File: config.mk
export PLATFORM = sky130hd
export DESIGN_NAME = keypoint_reader_flat
export DESIGN_NICKNAME = d
export VERILOG_FILES = /design/src/rtl/keypoint_reader_pkg.sv /design/src/rtl/keypoint_reader_if.sv /design/src/rtl/keypoint_reader_fifo.sv /design/src/rtl/keypoint_reader.sv /design/src/flat_wrapper.sv
export SDC_FILE = /design/constraint.sdc
export NUM_CORES = 1
export LEC_CHECK = 0
export ABC_AREA = 1
export CAP_MARGIN = 40
export CORE_MARGIN = 5
export CORE_UTILIZATION = 36
export CTS_BUF_LIST = sky130_fd_sc_hd__clkbuf_4 sky130_fd_sc_hd__clkbuf_8
export DETAILED_ROUTE_END_ITERATION = 6
export PLACE_DENSITY = 0.56
export SYNTH_ARGS = -nofsm -noshare
export SYNTH_HDL_FRONTEND = slang
export SYNTH_SLANG_ARGS = --single-unit
File: constraint.sdc
create_clock -name clk -period 1.8 [get_ports clk]
set_input_delay 0.36 -clock clk [delete_from_list [all_inputs] [get_ports clk]]
set_output_delay 0.36 -clock clk [all_outputs]
set_load 0.02 [all_outputs]
File: src/rtl/keypoint_reader_pkg.sv
// Shared types for the keypoint BRAM reader: packed keypoint record, FIFO entry and readout FSM states.
// Coordinate and address widths follow the octave image side length KP_DIMENSION.
package keypoint_reader_pkg;

  localparam int KP_DIMENSION = 4;

  function automatic int field_width(input int span);
    return (span > 1) ? $clog2(span) : 1;
  endfunction

  localparam int KP_CW = field_width(KP_DIMENSION);
  localparam int KP_AW = field_width(KP_DIMENSION * KP_DIMENSION);

  typedef struct packed {
    logic             polarity;
    logic [KP_CW-1:0] y;
    logic [KP_CW-1:0] x;
  } keypoint_t;

  typedef struct packed {
    logic      last;
    keypoint_t kp;
  } kp_entry_t;

  typedef enum logic [1:0] {IDLE, READ, DRAIN, DONE} kp_rd_state_t;

endpackage

File: src/rtl/keypoint_reader_if.sv
// Keypoint output stream; a beat transfers when kp_valid && kp_ready.
// Fields hold steady while kp_valid is high and kp_ready is low.
interface keypoint_reader_if
  import keypoint_reader_pkg::*;
();
  logic             kp_valid;
  logic             kp_ready;
  logic [KP_CW-1:0] kp_x;
  logic [KP_CW-1:0] kp_y;
  logic             kp_polarity;
  logic             kp_last;

  modport master (output kp_valid, kp_x, kp_y, kp_polarity, kp_last, input kp_ready);
  modport slave  (input kp_valid, kp_x, kp_y, kp_polarity, kp_last, output kp_ready);
endinterface

File: src/rtl/keypoint_reader_fifo.sv
// Synchronous FIFO with fall-through head and occupancy count; zero-latency head, 1-cycle push-to-head.
// A push into a full FIFO is accepted only alongside a pop; otherwise it is an overflow.
module keypoint_reader_fifo #(
  parameter int WIDTH = 8,
  parameter int DEPTH = 4
) (
  input  logic                   clk,
  input  logic                   rst_n,
  input  logic                   push,
  input  logic [WIDTH-1:0]       push_dat,
  input  logic                   pop,
  output logic [WIDTH-1:0]       head_dat,
  output logic                   empty,
  output logic [$clog2(DEPTH):0] count
);
  localparam int PW = $clog2(DEPTH);

  logic [WIDTH-1:0] mem [DEPTH];
  logic [PW-1:0]    wr_ptr;
  logic [PW-1:0]    rd_ptr;
  logic             full;
  logic             do_push;
  logic             do_pop;

  assign empty    = (count == '0);
  assign full     = (count == (PW+1)'(DEPTH));
  assign do_pop   = pop && !empty;
  assign do_push  = push && (!full || do_pop);
  assign head_dat = mem[rd_ptr];

  always_ff @(posedge clk) begin
    if (do_push) mem[wr_ptr] <= push_dat;
  end

  always_ff @(posedge clk or negedge rst_n) begin
    if (!rst_n) begin
      wr_ptr <= '0;
      rd_ptr <= '0;
      count  <= '0;
    end else begin
      if (do_push) wr_ptr <= wr_ptr + PW'(1);
      if (do_pop)  rd_ptr <= rd_ptr + PW'(1);
      case ({do_push, do_pop})
        2'b10:   count <= count + (PW+1)'(1);
        2'b01:   count <= count - (PW+1)'(1);
        default: count <= count;
      endcase
    end
  end

  assert property (@(posedge clk) disable iff (!rst_n) !(push && full && !pop));

endmodule

File: src/rtl/keypoint_reader.sv
// Streams keypoint BRAM entries 0..num_keypts-1 as (x, y, polarity, last); first beat 3 cycles after start.
// Reads issue only while FIFO occupancy plus in-flight reads leaves room, so kp_ready backpressure never drops data.
module keypoint_reader
  import keypoint_reader_pkg::*;
#(
  parameter int FIFO_DEPTH = 4,
  parameter int RD_LATENCY = 2
) (
  input  logic             clk,
  input  logic             rst_in,
  input  logic             start,
  input  logic [KP_AW:0]   num_keypts,
  output logic [KP_AW-1:0] key_read_addr,
  input  keypoint_t        key_data,
  output logic             busy,
  output logic             done,
  keypoint_reader_if.master kp
);
  localparam int CNT_W = KP_AW + 1;
  localparam int CRD_W = $clog2(FIFO_DEPTH + RD_LATENCY) + 1;
  localparam logic [CNT_W-1:0] MAX_KEYPTS = CNT_W'(KP_DIMENSION * KP_DIMENSION);

  kp_rd_state_t                state;
  kp_rd_state_t                state_nxt;
  logic [CNT_W-1:0]            total;
  logic [CNT_W-1:0]            issued;
  logic [CNT_W-1:0]            req_clamped;
  logic                        issue;
  logic                        issue_last;
  logic [RD_LATENCY-1:0]       rd_vld;
  logic [RD_LATENCY-1:0]       rd_last;
  logic [CRD_W-1:0]            in_flight;
  logic [CRD_W-1:0]            credits;
  logic [$clog2(FIFO_DEPTH):0] fifo_count;
  logic                        fifo_empty;
  logic                        push;
  logic                        pop;
  kp_entry_t                   push_entry;
  kp_entry_t                   head;

  assign req_clamped   = (num_keypts > MAX_KEYPTS) ? MAX_KEYPTS : num_keypts;
  assign key_read_addr = issued[KP_AW-1:0];
  assign busy          = (state != IDLE);

  always_comb begin
    in_flight = '0;
    for (int i = 0; i < RD_LATENCY; i++) in_flight = in_flight + CRD_W'(rd_vld[i]);
  end
  assign credits = CRD_W'(fifo_count) + in_flight;

  // Address 0 is already on the bus in IDLE, so the first read issues in the start cycle itself.
  always_comb begin
    state_nxt  = state;
    issue      = 1'b0;
    issue_last = 1'b0;
    done       = 1'b0;
    case (state)
      IDLE: begin
        if (start) begin
          if (req_clamped == '0) begin
            state_nxt = DONE;
          end else begin
            issue      = 1'b1;
            issue_last = (req_clamped == CNT_W'(1));
            state_nxt  = issue_last ? DRAIN : READ;
          end
        end
      end
      READ: begin
        if (credits < CRD_W'(FIFO_DEPTH)) begin
          issue      = 1'b1;
          issue_last = (issued == total - CNT_W'(1));
          if (issue_last) state_nxt = DRAIN;
        end
      end
      DRAIN: begin
        if (pop && head.last) state_nxt = DONE;
      end
      DONE: begin
        done      = 1'b1;
        state_nxt = IDLE;
      end
    endcase
  end

  always_ff @(posedge clk or negedge rst_in) begin
    if (!rst_in) begin
      state   <= IDLE;
      total   <= '0;
      issued  <= '0;
      rd_vld  <= '0;
      rd_last <= '0;
    end else begin
      state <= state_nxt;
      if (state == IDLE && start) total <= req_clamped;
      if (state == DONE)  issued <= '0;
      else if (issue)     issued <= issued + CNT_W'(1);
      rd_vld[0]  <= issue;
      rd_last[0] <= issue && issue_last;
      for (int i = 1; i < RD_LATENCY; i++) begin
        rd_vld[i]  <= rd_vld[i-1];
        rd_last[i] <= rd_last[i-1];
      end
    end
  end

  assign push            = rd_vld[RD_LATENCY-1];
  assign push_entry.last = rd_last[RD_LATENCY-1];
  assign push_entry.kp   = key_data;
  assign pop             = kp.kp_valid && kp.kp_ready;

  keypoint_reader_fifo #(
    .WIDTH($bits(kp_entry_t)),
    .DEPTH(FIFO_DEPTH)
  ) u_fifo (
    .clk      (clk),
    .rst_n    (rst_in),
    .push     (push),
    .push_dat (push_entry),
    .pop      (pop),
    .head_dat (head),
    .empty    (fifo_empty),
    .count    (fifo_count)
  );

  assign kp.kp_valid    = !fifo_empty;
  assign kp.kp_x        = head.kp.x;
  assign kp.kp_y        = head.kp.y;
  assign kp.kp_polarity = head.kp.polarity;
  assign kp.kp_last     = head.last;

  assert property (@(posedge clk) disable iff (!rst_in) done |=> !done);
  assert property (@(posedge clk) disable iff (!rst_in)
                   kp.kp_valid && !kp.kp_ready |=> kp.kp_valid && $stable(head));

endmodule
File: src/flat_wrapper.sv
// flat-port wrapper written by rule: the top's interface ports become plain ports
module keypoint_reader_flat import keypoint_reader_pkg::*;
#(
  parameter int FIFO_DEPTH = 4,
  parameter int RD_LATENCY = 2
)
  (clk, rst_in, start, num_keypts, key_read_addr, key_data, busy, done, kp_kp_valid, kp_kp_x, kp_kp_y, kp_kp_polarity, kp_kp_last, kp_kp_ready);
  keypoint_reader_if kp_i ();
  input  logic clk;
  input  logic rst_in;
  input  logic start;
  input  logic [KP_AW:0] num_keypts;
  output logic [KP_AW-1:0] key_read_addr;
  input  keypoint_t key_data;
  output logic busy;
  output logic done;
  output wire logic [$bits(kp_i.kp_valid)-1:0] kp_kp_valid;
  output wire logic [$bits(kp_i.kp_x)-1:0] kp_kp_x;
  output wire logic [$bits(kp_i.kp_y)-1:0] kp_kp_y;
  output wire logic [$bits(kp_i.kp_polarity)-1:0] kp_kp_polarity;
  output wire logic [$bits(kp_i.kp_last)-1:0] kp_kp_last;
  input wire logic [$bits(kp_i.kp_ready)-1:0] kp_kp_ready;
  assign kp_kp_valid = kp_i.kp_valid;
  assign kp_kp_x = kp_i.kp_x;
  assign kp_kp_y = kp_i.kp_y;
  assign kp_kp_polarity = kp_i.kp_polarity;
  assign kp_kp_last = kp_i.kp_last;
  assign kp_i.kp_ready = kp_kp_ready;
  keypoint_reader #(.FIFO_DEPTH(FIFO_DEPTH), .RD_LATENCY(RD_LATENCY)) u_core (.clk(clk), .rst_in(rst_in), .start(start), .num_keypts(num_keypts), .key_read_addr(key_read_addr), .key_data(key_data), .busy(busy), .done(done), .kp(kp_i));
endmodule
After elaboration in Yosys (flattened, before gate mapping)
Memory sizes are Yosys's and may differ from the RTL's.
Index checks and enable logic that the tools add are counted.
W data, S select, Z words.
- word-level logic and storage cells: 69
- register bits: 23
- memories kept: 1
- bits in writable memories: 24
- output and inout bits: 13
- input port bits: 14
- memory list (name ; depth ; bits a word ; read ports ; clocked after Yosys merged registers in ; write ports ; line ; RTL):
    u_core.u_fifo.mem ; 4 ; 6 ; 1 ; 0 ; 1 ; keypoint_reader_fifo.sv:18 ; logic [WIDTH-1:0] mem [DEPTH];
- equality and inequality tests: 12
- reduce and logical (&&, ||, !) cells: 16
- order comparisons: 2
- mux-type cells: 22
- add/sub/neg operators: 8
- operator list (operator ; count):
    $mux W5 ; 3
    $mux W2 ; 6
    $mux W1 ; 9
    $pmux W2 S4 ; 1
    $eq A2 B2 Y1 const B ; 3
    $logic_and A1 B1 Y1 ; 6
    $ne A2 B1 Y1 const B ; 3
    $pmux W3 S2 ; 1
    $reduce_bool A2 Y1 ; 3
    $add A5 B1 Y5 const B ; 1
    $eq A5 B1 Y1 const B ; 1
    $eq A5 B5 Y1 ; 1
    $gt A5 B5 Y1 const B ; 1
    $logic_not A5 Y1 ; 1
    $sub A5 B1 Y5 const B ; 1
    $add A2 B1 Y2 const B ; 2
    $add A3 B4 Y4 ; 1
    $eq A2 B1 Y1 const B ; 2
    $lt A4 B3 Y1 const B ; 1
    $pmux W1 S2 ; 2
    $reduce_and A4 Y1 ; 1
    $add A3 B1 Y3 const B ; 1
    $eq A3 B3 Y1 const B ; 1
    $logic_not A3 Y1 ; 1
    6 further kinds ; 7

Logic depth before layout (Yosys ltp)
- depth after elaboration: 8
- mapped depth: 12
- depth with buffers taken out: 12

By module
Synthesis repeated with hierarchy kept, for this count alone.
- cell total of the unflattened synthesis: 280
- area, all modules: 2482.4 um2
- by module, submodules not included (module ; times used ; area an instance (um2) ; cells each ; sequential area each (um2)):
    keypoint_reader_fifo ; 1 ; 1431.4 ; 133 ; 895.9
    keypoint_reader ; 1 ; 1051.0 ; 147 ; 400.4

Least setup slack after synthesis
No wires, ideal clock.
- path type: register -> register
- from: register u_core.rd_vld[1]
- to: register u_core.issued[2]
- arrival time: 1.487 ns
- period minus slack after synthesis: 1.608 ns
- setup time: 0.121 ns
- buffers on the path: 0
- slack: 0.192 ns
- data required time: 1.679 ns
- cell stages (with the launch flop): 13
- cell sequence: dfrtp_1 ha_1 ha_1 nand3_1 nand3_1 inv_1 nand2_2 o21ai_2 inv_2 nand2_2 nand2_4 nand2_1 o21ai_1
- longest elaborated chain between the ends: 6
- ends and longest elaborated chain (item ; line ; RTL):
    start, declared ; keypoint_reader.sv:30 ; logic [RD_LATENCY-1:0] rd_vld;
    start signal, assigned by index ; keypoint_reader.sv:101 ; rd_vld[i] <= rd_vld[i-1];
    $add A1 B1 Y2 ; keypoint_reader.sv:47 ; for (int i = 0; i < RD_LATENCY; i++) in_flight = in_flight + CRD_W'(rd_vld[i]);
    $add A3 B4 Y4 ; keypoint_reader.sv:49 ; assign credits = CRD_W'(fifo_count) + in_flight;
    $lt A4 B3 Y1 ; keypoint_reader.sv:70 ; if (credits < CRD_W'(FIFO_DEPTH)) begin
    $mux W1 ; keypoint_reader.sv:70 ;
    $pmux W1 S2 ; keypoint_reader.sv:57 ; case (state)
    net u_core.issue ; keypoint_reader.sv:28 ; logic issue;
    $reduce_bool A2 Y1 (no source line) ; n/a ;
    end signal, assigned ; keypoint_reader.sv:97 ; else if (issue) issued <= issued + CNT_W'(1);
    end, declared ; keypoint_reader.sv:26 ; logic [CNT_W-1:0] issued;
The timed path passes the listed nets, and every way through them passes these cells.
A chain may end at the register's enable or synchronous reset.

Worst setup path after layout
- from: register u_core.u_fifo.rd_ptr[0]
- to: output port kp_kp_x[0]
- longest elaborated chain between the ends: 1
- ends and longest elaborated chain (item ; line ; RTL):
    start, declared ; keypoint_reader_fifo.sv:20 ; logic [PW-1:0] rd_ptr;
    start signal, assigned ; keypoint_reader_fifo.sv:42 ; if (do_pop) rd_ptr <= rd_ptr + PW'(1);
    $mem_v2 Z4 W6 ; n/a ;
    end, declared ; flat_wrapper.sv:18 ; output wire logic [$bits(kp_i.kp_x)-1:0] kp_kp_x;
Every way passes these cells.

==> impl_metrics.py <==
metrics = {
    "routing": {
        "ant_nets": 0,
        "vias": 1762,
        "drcViolationCount": 0,
        "avgViaCountPerCell": 4.565,
        "drt_iter0_drc": 54,
        "wl_per_cell_um": 11.68,
        "firstDrtPassIters": 7,
        "postRouteWirelength_um": 4509,
    },
    "pwr": {
        "power.net_switching_mw": 2.093,
        "combPwrFrac_pct": 51.4,
        "finalPower_mw": 5.085,
        "p_int_mw": 2.992,
        "sw_frac_of_total_pct": 41.16,
        "ir_drop_mv": 0.6018,
        "seq_power_share_pct": 32.9,
        "clkPwrFrac_pct": 15.6,
        "p_per_area_mw_per_mm2": 1689,
        "p_leak_nw": 1.413,
    },
    "floorplanning": {
        "rows": 29,
        "core_area_mm2": 0.006422,
        "chipWidth_um": 91.52,
        "die_area_mm2": 0.008376,
        "die_y_um": 91.52,
        "start_util_pct": 37.25,
        "ioPinCount": 27,
    },
    "layout": {
        "area_delta_synth_final_pct": 25.89,
        "drive_gt1_share_pct": 19.42,
        "fillers": 609,
        "insertedDiodeCount": 0,
        "final_nets": 335,
        "layout_commonest_cell": "nand2_1",
        "mostFrequentLayoutCells": "46 x nand2_1, 36 x inv_1, 30 x nor2_1",
        "finalNonFillerCells": 386,
    },
    "placement": {
        "dp.cells": 377,
        "numPortBuffers": 26,
        "dp_hpwl_um": 3419,
        "dp_slack_ns": -0.2013,
        "gp_congestion": 0.7810,
    },
    "global_route": {
        "grt_overflow": 0,
        "grt_pass1_vias": 1643,
        "met1_usage_pct": 14.49,
        "met2_usage_pct": 18.14,
        "grt_pass1_wl_um": 7583,
        "antenna_found_initial": 0,
        "grt_max_degree": 24,
        "busiest_layer": "met2",
        "grt_usage_pct": 11.16,
        "grt.met3_usage_pct": 2.810,
    },
    "yosys": {
        "syn_nets": 285,
        "synth-seq-area-share_pct": 54.18,
        "synth_cells": 258,
        "ys_warn_count": 0,
        "syn_area_mm2": 0.002392,
        "synthDistinctLibCells": 30,
        "synth.avg_cell_area_um2": 9.272,
        "ys_seq_elements": 47,
    },
    "timing": {
        "fmax_mhz": 572.4,
        "period_minus_slack_ns": 1.747,
        "worst_pin_slew_ns": 0.3095,
        "slew_viol_final": 0,
        "setup_violations": 0,
        "min_period_over_period_pct": 97.07,
        "finalHoldViolations": 0,
        "fin_skew_ns": 0.006991,
        "fin_hold_ws_ns": 0.3519,
        "slew_headroom_pct": 79.36,
        "layout_setup_ws_ns": 0.05282,
    },
    "cts": {
        "cts_buffers": 5,
        "cts.sinks": 47,
        "htreeDepth": 2,
        "cts.path.max_buffers": 2,
        "hold_buffers": 0,
        "clkSlewWorstSetupHoldPaths_ns": 0.09,
        "cts_root_buf": "clkbuf_8",
        "cts_tree": "built",
        "clk_latency_ns": 0.30,
    },
    "critical_path": {
        "crit_type": "reg -> out",
        "worstPathMaxFanout": 13,
        "worstPathRequired_ns": 1.44,
        "r2r_setup_slack_ns": 0.14,
        "worstSetupStartpointType": "flop",
        "worst_path_max_delay_cell": "dfrtp_1",
        "end_kind": "output port",
        "critical_path.max_stage_delay_ns": 0.38,
        "crit_chain": "inv_1 > buf_12 > nor2_1 > o22ai_1 > clkdlybuf4s15_2",
        "cp.arrival_ns": 1.39,
    },
    "min_path": {
        "min_path_type": "reg -> reg",
    },
    "job": {
        "drv_cap": 0,
    },
    "outcome": {
        "status": "finished, final reports clean",
    },
}
Yosys cell counts:
cell	number	share of area, %
nand2_4	1	0.47
or2_2	3	0.78
xor2_1	5	1.8
o21ai_2	1	0.37
nand3_1	18	3.8
a21oi_1	3	0.63
a21oi_2	1	0.37
a31oi_2	1	0.52
dfrtp_1	23	24
nand4_1	1	0.26
o21ai_1	6	1.3
fa_1	1	0.84
nand3b_1	1	0.31
nor2_1	31	4.9
o21ai_0	15	3.1
inv_2	4	0.63
clkbuf_1	2	0.31
nand2_1	46	7.2
o211ai_1	1	0.31
a31oi_1	1	0.26
edfxtp_1	24	30
inv_1	38	6.0
o22ai_1	7	1.8
a21boi_1	1	0.31
and2_1	1	0.26
nor2_4	1	0.47
ha_1	12	6.3
buf_4	4	1.3
nor2_2	1	0.26
nand2_2	4	1.0
power groups by stage:
stage / clock network, mW / logic [mW] / registers (mW)
6_report: 0.794 / 2.62 / 1.68
5_1_grt: 0.864 / 2.98 / 1.71
4_1_cts: 0.823 / 2.67 / 1.68
3_5_place_dp: 0 / 2.71 / 1.70
3_3_place_gp: 0 / 2.67 / 1.70
2_1_floorplan: 0 / 1.71 / 1.67
through the flow:
stage | cell area, um2 | utilization, % | TNS [ns]
6_report | 3012 | 46.89 | 0
5_1_grt | 3012 | 46.89 | -0.02925
4_1_cts | 3015 | 46.95 | 0
3_5_place_dp | 2902 | 45.18 | -1.475
3_3_place_gp | 2902 | 45.18 | -1.211
2_1_floorplan | 2392 | - | 0
registers in the layout, summed over array words and instances, names as in the netlist:
| signal | count |
|---|---|
| u_core.rd_last | 2 |
| u_core.rd_vld | 2 |
| u_core.u_fifo.rd_ptr | 2 |
| u_core.u_fifo.wr_ptr | 2 |
| u_core.issued | 5 |
| u_core.u_fifo.count | 3 |
| u_core.total | 5 |
| u_core.state | 2 |
| u_core.u_fifo.mem | 24 |
critical path, delay by kind of cell, from the launching register on:
family	cells	cell delay, ns
compound gates	1	0.16
buf+inv	3	0.50
flops	1	0.38
simple gates	1	0.04
logic make-up (layout without fill, tap and decap cells):
family / Yosys count / in the layout / share of synthesized area, %
xor+xnor: 5 / 5 / 1.830
flops: 47 / 47 / 54.18
simple gates: 108 / 108 / 19.72
fa+ha+maj: 13 / 13 / 7.113
buf+inv: 48 / 99 / 8.159
compound gates: 37 / 37 / 8.996
per-layer routing:
metal,up-vias,wire length [um]
met1,794,2140
met5,-,0
li1,929,-
met2,31,2072
met4,0,68
met3,8,228
final timing paths:
kind | from | to | depth (start not counted)
setup / recovery | u_core.u_fifo.rd_ptr[0]$_DFFE_PN0N_ | kp_kp_x[0] | 5
min in group asynchronous | rst_in | u_core.state[1]$_DFFE_PN0P_ | 2
hold reg to reg | u_core.rd_last[0]$_DFF_PN0_ | u_core.rd_last[1]$_DFF_PN0_ | 0
hold / removal | u_core.rd_last[0]$_DFF_PN0_ | u_core.rd_last[1]$_DFF_PN0_ | 0
max in group asynchronous | rst_in | u_core.u_fifo.wr_ptr[0]$_DFFE_PN0P_ | 2
setup reg to reg | u_core.rd_vld[1]$_DFF_PN0_ | u_core.issued[1]$_DFFE_PN0P_ | 12
timing repair:
| item | in CTS | in global routing |
|---|---|---|
| setup endpoints to repair | 9 | 16 |
| gates resized for setup | 23 | 14 |
| pin swaps | 0 | 0 |
| buffers inserted | 0 | 1 |
final cells by class:
class / instances / area [um2] / area share, %
well taps: 77 / 96.34 / 3.199
multi-input cells: 163 / 910.9 / 30.25
clock inverters: 3 / 47.55 / 1.579
clock buffers: 5 / 68.82 / 2.285
repair buffers: 49 / 434.2 / 14.42
flip-flops and latches: 47 / 1296 / 43.04
inverters: 42 / 157.7 / 5.235
Note: power is estimated with default switching activity, not from simulation.
